[src/rtl/lock_input_conditioner_if.sv]
// lock_input_conditioner_if: raw lock inputs and conditioned command outputs
interface lock_input_conditioner_if #(parameter int CODE_W = 7);
  logic              check_btn_in;
  logic              set_btn_in;
  logic [CODE_W-1:0] code_in;
  logic              check_pulse;
  logic              set_pulse;
  logic [CODE_W-1:0] code_out;
  logic              check_held;
  logic              set_held;
  modport master (
    output check_btn_in, set_btn_in, code_in,
    input  check_pulse, set_pulse, code_out, check_held, set_held
  );
  modport slave (
    input  check_btn_in, set_btn_in, code_in,
    output check_pulse, set_pulse, code_out, check_held, set_held
  );
endinterface

[src/rtl/lock_input_conditioner.sv]
// lock_input_conditioner: synchronizes, debounces and pulses the lock buttons and captures the code
module lock_input_conditioner #(
  parameter int DB_COUNT = 16,
  parameter int CODE_W   = 7
) (
  input logic                   clk,
  input logic                   rst,
  lock_input_conditioner_if.slave bus
);
  localparam int CW = $clog2(DB_COUNT);
  typedef enum logic [1:0] {RELEASED, PRESS_WAIT, PRESSED, RELEASE_WAIT} state_t;
  logic [CODE_W+1:0] sync1, sync2;
  logic [CODE_W-1:0] code_s, code_q;
  logic [1:0]        btn_s;
  logic              check_q, set_q;
  assign code_s = sync2[CODE_W-1:0];
  assign btn_s  = sync2[CODE_W+1:CODE_W];
  // two-flop synchronizer for both buttons and every code bit
  always_ff @(posedge clk or posedge rst)
    if (rst) begin
      sync1 <= '0;
      sync2 <= '0;
    end else begin
      sync1 <= {bus.set_btn_in, bus.check_btn_in, bus.code_in};
      sync2 <= sync1;
    end
  // index 0 is the check button, index 1 the set button
  for (genvar b = 0; b < 2; b++) begin : g_btn
    state_t        state, state_n;
    logic [CW-1:0] cnt, cnt_n;
    logic          s, done, acc, held;
    assign s    = btn_s[b];
    assign done = cnt == CW'(DB_COUNT - 1);
    assign held = state == PRESSED || state == RELEASE_WAIT;
    // debounce state and stability counter
    always_ff @(posedge clk or posedge rst)
      if (rst) begin
        state <= RELEASED;
        cnt   <= '0;
      end else begin
        state <= state_n;
        cnt   <= cnt_n;
      end
    // next state; acc flags the edge on which a press is accepted
    always_comb begin
      state_n = state;
      cnt_n   = cnt;
      acc     = 1'b0;
      case (state)
        RELEASED:
          if (s) begin
            state_n = PRESS_WAIT;
            cnt_n   = '0;
          end
        PRESS_WAIT:
          if (!s) begin
            state_n = RELEASED;
            cnt_n   = '0;
          end else if (done) begin
            state_n = PRESSED;
            cnt_n   = '0;
            acc     = 1'b1;
          end else cnt_n = cnt + CW'(1);
        PRESSED:
          if (!s) begin
            state_n = RELEASE_WAIT;
            cnt_n   = '0;
          end
        default:
          if (s) begin
            state_n = PRESSED;
            cnt_n   = '0;
          end else if (done) begin
            state_n = RELEASED;
            cnt_n   = '0;
          end else cnt_n = cnt + CW'(1);
      endcase
    end
  end
  // registered pulses with set taking priority; code latched alongside any pulse
  always_ff @(posedge clk or posedge rst)
    if (rst) begin
      check_q <= 1'b0;
      set_q   <= 1'b0;
      code_q  <= '0;
    end else begin
      set_q   <= g_btn[1].acc;
      check_q <= g_btn[0].acc & ~g_btn[1].acc;
      if (g_btn[0].acc | g_btn[1].acc) code_q <= code_s;
    end
  assign bus.check_pulse = check_q;
  assign bus.set_pulse   = set_q;
  assign bus.code_out    = code_q;
  assign bus.check_held  = g_btn[0].held;
  assign bus.set_held    = g_btn[1].held;
endmodule

[src/flat_wrapper.sv]
// flat-port wrapper written by rule: the top's interface ports become plain ports
module lock_input_conditioner_flat 
#(
  parameter int DB_COUNT = 16,
  parameter int CODE_W   = 7
)
  (clk, rst, bus_check_btn_in, bus_set_btn_in, bus_code_in, bus_check_pulse, bus_set_pulse, bus_code_out, bus_check_held, bus_set_held);
  lock_input_conditioner_if #(.CODE_W(CODE_W)) bus_i ();
  input logic clk;
  input logic rst;
  input wire logic [$bits(bus_i.check_btn_in)-1:0] bus_check_btn_in;
  input wire logic [$bits(bus_i.set_btn_in)-1:0] bus_set_btn_in;
  input wire logic [$bits(bus_i.code_in)-1:0] bus_code_in;
  output wire logic [$bits(bus_i.check_pulse)-1:0] bus_check_pulse;
  output wire logic [$bits(bus_i.set_pulse)-1:0] bus_set_pulse;
  output wire logic [$bits(bus_i.code_out)-1:0] bus_code_out;
  output wire logic [$bits(bus_i.check_held)-1:0] bus_check_held;
  output wire logic [$bits(bus_i.set_held)-1:0] bus_set_held;
  assign bus_i.check_btn_in = bus_check_btn_in;
  assign bus_i.set_btn_in = bus_set_btn_in;
  assign bus_i.code_in = bus_code_in;
  assign bus_check_pulse = bus_i.check_pulse;
  assign bus_set_pulse = bus_i.set_pulse;
  assign bus_code_out = bus_i.code_out;
  assign bus_check_held = bus_i.check_held;
  assign bus_set_held = bus_i.set_held;
  lock_input_conditioner #(.DB_COUNT(DB_COUNT), .CODE_W(CODE_W)) u_core (.clk(clk), .rst(rst), .bus(bus_i));
endmodule
[config.mk]
export PLATFORM = sky130hd
export DESIGN_NAME = lock_input_conditioner_flat
export DESIGN_NICKNAME = d
export VERILOG_FILES = /design/src/rtl/lock_input_conditioner_if.sv /design/src/rtl/lock_input_conditioner.sv /design/src/flat_wrapper.sv
export SDC_FILE = /design/constraint.sdc
export NUM_CORES = 1
export LEC_CHECK = 0
export ABC_AREA = 1
export CAP_MARGIN = 20
export CORE_MARGIN = 3
export CORE_UTILIZATION = 48
export DETAILED_ROUTE_END_ITERATION = 8
export PLACE_DENSITY = 0.74
export SLEW_MARGIN = 20
export SYNTH_ARGS = -nofsm -noshare
export SYNTH_HDL_FRONTEND = slang
export SYNTH_SLANG_ARGS = --single-unit
[constraint.sdc]
create_clock -name clk -period 1.4 [get_ports clk]
set_input_delay 0.21 -clock clk [delete_from_list [all_inputs] [get_ports clk]]
set_output_delay 0.21 -clock clk [all_outputs]
set_load 0.05 [all_outputs]
# Yosys cells after proc, flatten, opt, wreduce, memory -nomap -nowiden

Index checks and enable logic that the tools add are counted.

Register bits after elaboration: 39
Word-level logic and storage cells: 70

Add/subtract/negate cells: 2
Eq/ne operators: 14
Muxes and demuxes: 32
Bitwise logic cells: 3
Reduce and logical (&&, ||, !) cells: 10

Operators with widths:

| kind                  | count |
|---|---|
| $mux W4               | 10 |
| $mux W2               | 12 |
| $pmux W4 S3           | 2 |
| $pmux W2 S3           | 2 |
| $add A4 B1 Y4 const B | 2 |
| $eq A2 B2 Y1 const B  | 4 |
| $eq A4 B4 Y1 const B  | 2 |
| $reduce_and A4 Y1     | 2 |
| $reduce_bool A4 Y1    | 2 |
| $mux W1               | 6 |
| $ne A3 B3 Y1 const B  | 2 |
| $eq A2 B1 Y1 const B  | 2 |
| $logic_not A2 Y1      | 2 |
| $ne A2 B1 Y1 const B  | 2 |
| $ne A2 B2 Y1 const B  | 2 |
| $reduce_and A2 Y1     | 2 |
| $logic_or A1 B1 Y1    | 2 |
| $and A1 B1 Y1         | 1 |
| $not A1 Y1            | 1 |
| $or A1 B1 Y1          | 1 |

# Logic depth before layout (Yosys ltp)

Word-level depth: 6
Mapped depth: 10
Gate-level depth less buffers: 9

# Worst setup path after synthesis

No wires, ideal clock.

Path kind: reg2reg
Start: register u_core.g_btn[1].state[0]
End: register u_core.g_btn[1].state[0]
Data arrival time: 1.209 ns
Setup slack: 0.065 ns
Stages on the path, launching flop included: 10
Path buffers: 1
Period minus slack after synthesis: 1.335 ns
Path through: dfrtp_1 inv_1 ha_1 inv_1 nand2_1 nand2_1 buf_2 nand2_1 nand2_1 o21ai_0

Word-level cells in the longest chain between the ends: 3
Elaborated cells between the ends (all ways): 9

Ends and longest elaborated chain:

| what                                           | line                         | text |
|---|---|---|
| from (decl)                                    | lock_input_conditioner.sv:29 | `state_t state, state_n;` |
| from (signal assigned)                         | lock_input_conditioner.sv:41 | `state <= state_n;` |
| $eq A2 B1 Y1 (tied with other cells)           | lock_input_conditioner.sv:49 | `case (state)` |
| $ne A3 B3 Y1 (no line) (tied with other cells) | --                           |  |
| $reduce_and A4 Y1 (no line)                    | --                           |  |

Several ways; a longest one is shown, not always the timed one.
A chain may end at the register's enable or synchronous reset.

# Worst setup path in the final report

Start: register u_core.g_btn[0].state[0]
End: output bus_check_held

Word-level cells in the longest chain between the ends: 2
Elaborated cells between the ends (all ways): 3

Ends and longest elaborated chain:

| what                   | line                         | text |
|---|---|---|
| from (decl)            | lock_input_conditioner.sv:29 |  |
| from (signal assigned) | lock_input_conditioner.sv:41 |  |
| $eq A2 B2 Y1           | lock_input_conditioner.sv:34 | `assign held = state == PRESSED \|\| state == RELEASE_WAIT;` |
| $logic_or A1 B1 Y1 *   | lock_input_conditioner.sv:34 |  |
| to (decl)              | flat_wrapper.sv:17           | `output wire logic [$bits(bus_i.check_held)-1:0] bus_check_held;` |

Every way passes the cells marked *; elsewhere a longest branch is shown, timed or not.

==> summary.md <==
| Metric | Value |
|---|---|
| Outcome | complete, but fails checks |
| Failing checks | negative setup slack |
| Hpwl dp | 2220 um |
| Crit path kind | flip-flop to primary output |
| Mapped Area | 1680 um^2 |
| Final Util | 79.9% |
| Mapped Avg Cell Area | ~9.6 um^2 |
| Yosys reg bits | 39 |
| Die width | 65.2 um |
| DR DRC count | 0 |
| Routed vias/inst | 5.14 |
| Total number of vias | 1367 |
| Final worst path period share | 118% |
| Synth Instances | about 180 |
| Commonest cells after routing, fill and taps aside | 37 x dfrtp_1, 36 x nand2_1, 13 x inv_1, 13 x nand2_2, 11 x nand3_1 |
| Hold_buf cts | 0 |
| ANT nets after route | 0 |
| Initial antenna violation count | 0 |
| Root Buffer | clkbuf_4 |
| Sequential share of the synthesized area | 57.9% |
| Floorplan die height | 65.2 um |
| Worst-Margin Slew | 0.418 ns |
| CTS tree | done |
| Tightest Hold Check Type | input port to async pin |
| Share of the synthesized area in the top cell type | 57.9% |
| Placed cells | 244 |
| Fin. Hold Viols | 0 |
| Initial drt markers | 72 |
| Count of cell types in the netlist | 17 |
| Tot Pwr | ~4.4 mW |
| Worst skew pair latency | 0.36 ns |
| Syn Nets | 199 |
| Largest cells by area after synthesis | dfrtp_1 58%, nand2_1 12%, ha_1 8.9% |
| Pre-antenna DRT Iters | 4 |
| Critical Path AT | around 1.4 ns |
| Pleak | 1.26 nW |
| Layout Nets | 244 |
| Clock sink count | 39 |
| Input/output buffers | 21 |
| Setup ws final | -0.252 ns |
| YS warnings | 0 |
| # rows | 20 |
| Crit path max fanout | 2 |
| Reg2Reg Depth | 8 |
| Final std cells w/o fill | 266 |
| Fin. max-slew vios | 0 |
| Vias in the first global route | 1405 |
| Total CTS buffers | 5 |
| Tmin final | 1.65 ns |
| Ant. Diodes | 0 |
| CP startpoint kind | flip-flop |
| Clock transition at path regs | 0.13 ns |
| Max Cap Viol | 0 |
| Final setup violating endpoints | 17 |
| Io pins | 22 |
| Layout cell share with drive strength beyond 1 | 42.3% |
| DR WL/cell | approximately 15 um |
| Achievable Freq | just over 600 MHz |
| Yosys top cell by area | dfrtp_1 |
| First-pass GRT wire length | slightly above 6000 um |
| Commonest non-fill, non-tap cell in the layout | dfrtp_1 |
| Peak VDD IR | roughly 0.0012 V |
| Crit end category | primary output |
| Initial Util | ~53% |
| Slew headroom | roughly 70% |
| Die ar. | 4260 um^2 |
| Gr usage total | 19.0% |
| Max clock buf depth | 2 |
| H-tree lvl count | 2 |
| Final RePlAce weighted congestion | 0.760 |
| RSZ-0062 raised after global routing | yes |
| Pwr per Cell Area | 1720 nW/um^2 |
| CP required | 1.19 ns |
| Largest net degree at the start of global routing | 40 |
| GRT Residual Overflow | 0 |
| CORE AREA | 3200 um^2 |
| Worst slack, placed | -0.0903 ns |
| Area Growth Syn to Fin | 52.0% |
| Clock Skew | 0.0163 ns |
| Setup_tns | -0.993 ns |
| WL final | ~4100 um |
==> power breakdown <==
part	switching [mW]	internal, mW
sequential	0.140	1.26
clock	0.404	0.385
combinational	1.22	0.989
==> synth_stat cells (all sizes together) <==
master and instances:
nand2 56, dfrtp 39, inv 23, nand3 17, ha 12, nor2 9, o21ai 8, nand4 4
or2 3, buf 2, a21o 1, a21oi 1, xnor2 1
==> cell type report <==
| type | instances | area, um^2 |
|---|---|---|
| clock buffer | 5 | 37.5 |
| tap | 44 | 55.1 |
| multi-input combinational | 116 | 881 |
| clock inverter | 3 | 47.5 |
| sequential | 39 | 978 |
| timing repair buffer | 36 | 462 |
| fill | 191 | 643 |
| inverter | 23 | 98.8 |
==> critical path: stages, from the launching register on <==
cell and delay, ns:
dfrtp_1 0.40, inv_1 0.08, ha_2 0.20, or2_4 0.25
buf_8 0.15
==> state kept, by name, summed over array words and instances (netlist names), named ones only <==
register and cells:
u_core.bus.check_pulse 1, u_core.bus.code_out 7, u_core.bus.set_pulse 1, u_core.g_btn.cnt 8, u_core.g_btn.state 2, u_core.sync1 9
u_core.sync2 9
==> kinds of logic (layout without fill, tap and decap cells) <==
logic type | count (synthesis) | in the layout | synth area share, %
compound gates | 10 | 10 | 3.12
xor+xnor | 1 | 1 | 0.520
fa+ha+maj | 12 | 12 | 8.92
buf+inv | 25 | 67 | 6.09
flops | 39 | 39 | 57.9
simple gates | 89 | 93 | 23.4
==> worst paths after layout <==
| check | startpoint | to | slack (ns) |
|---|---|---|---|
| min in group clk | bus_set_btn_in | u_core.sync1[8] | 0.27 |
| max | u_core.g_btn[0].state[0] | bus_check_held | -0.25 |
| max reg2reg | flip-flop | u_core.g_btn[0].state[0] | -0.07 |
| min reg2reg | u_core.sync1[5] | u_core.sync2[5] | 0.36 |
| min | rst | u_core.bus.set_pulse | 0.22 |
| max in group asynchronous | rst | async pin | 0.97 |
==> per-layer routing <==
| metal | vias up | global-route usage, % | wire length (um) |
|---|---|---|---|
| met3 | 16 | 4.96 | 147 |
| met2 | 35 | 33.9 | 2220 |
| met5 | - | 0 | 0 |
| met4 | 0 | 8.55 | 132 |
| li1 | 649 | - | - |
| met1 | 667 | 21.0 | 1580 |
==> per-stage QoR <==
step,instance area (um^2),hold slack [ns]
2_1_floorplan,1680,0.241
3_3_place_gp,2070,0.332
3_5_place_dp,2070,0.336
4_1_cts,2340,0.202
5_1_grt,2560,0.232
6_report,2560,0.218
==> what timing repair did <==
action / 4_1_cts / 5_1_grt
setup endpoints to repair: 21 / 22
setup buffers: 6 / 5
resized for setup: 39 / 57
endpoints found under the hold margin: 0 / 0
cloned: 2 / 2
pin swaps: 7 / 15
Power figures use the tool's default switching activity.
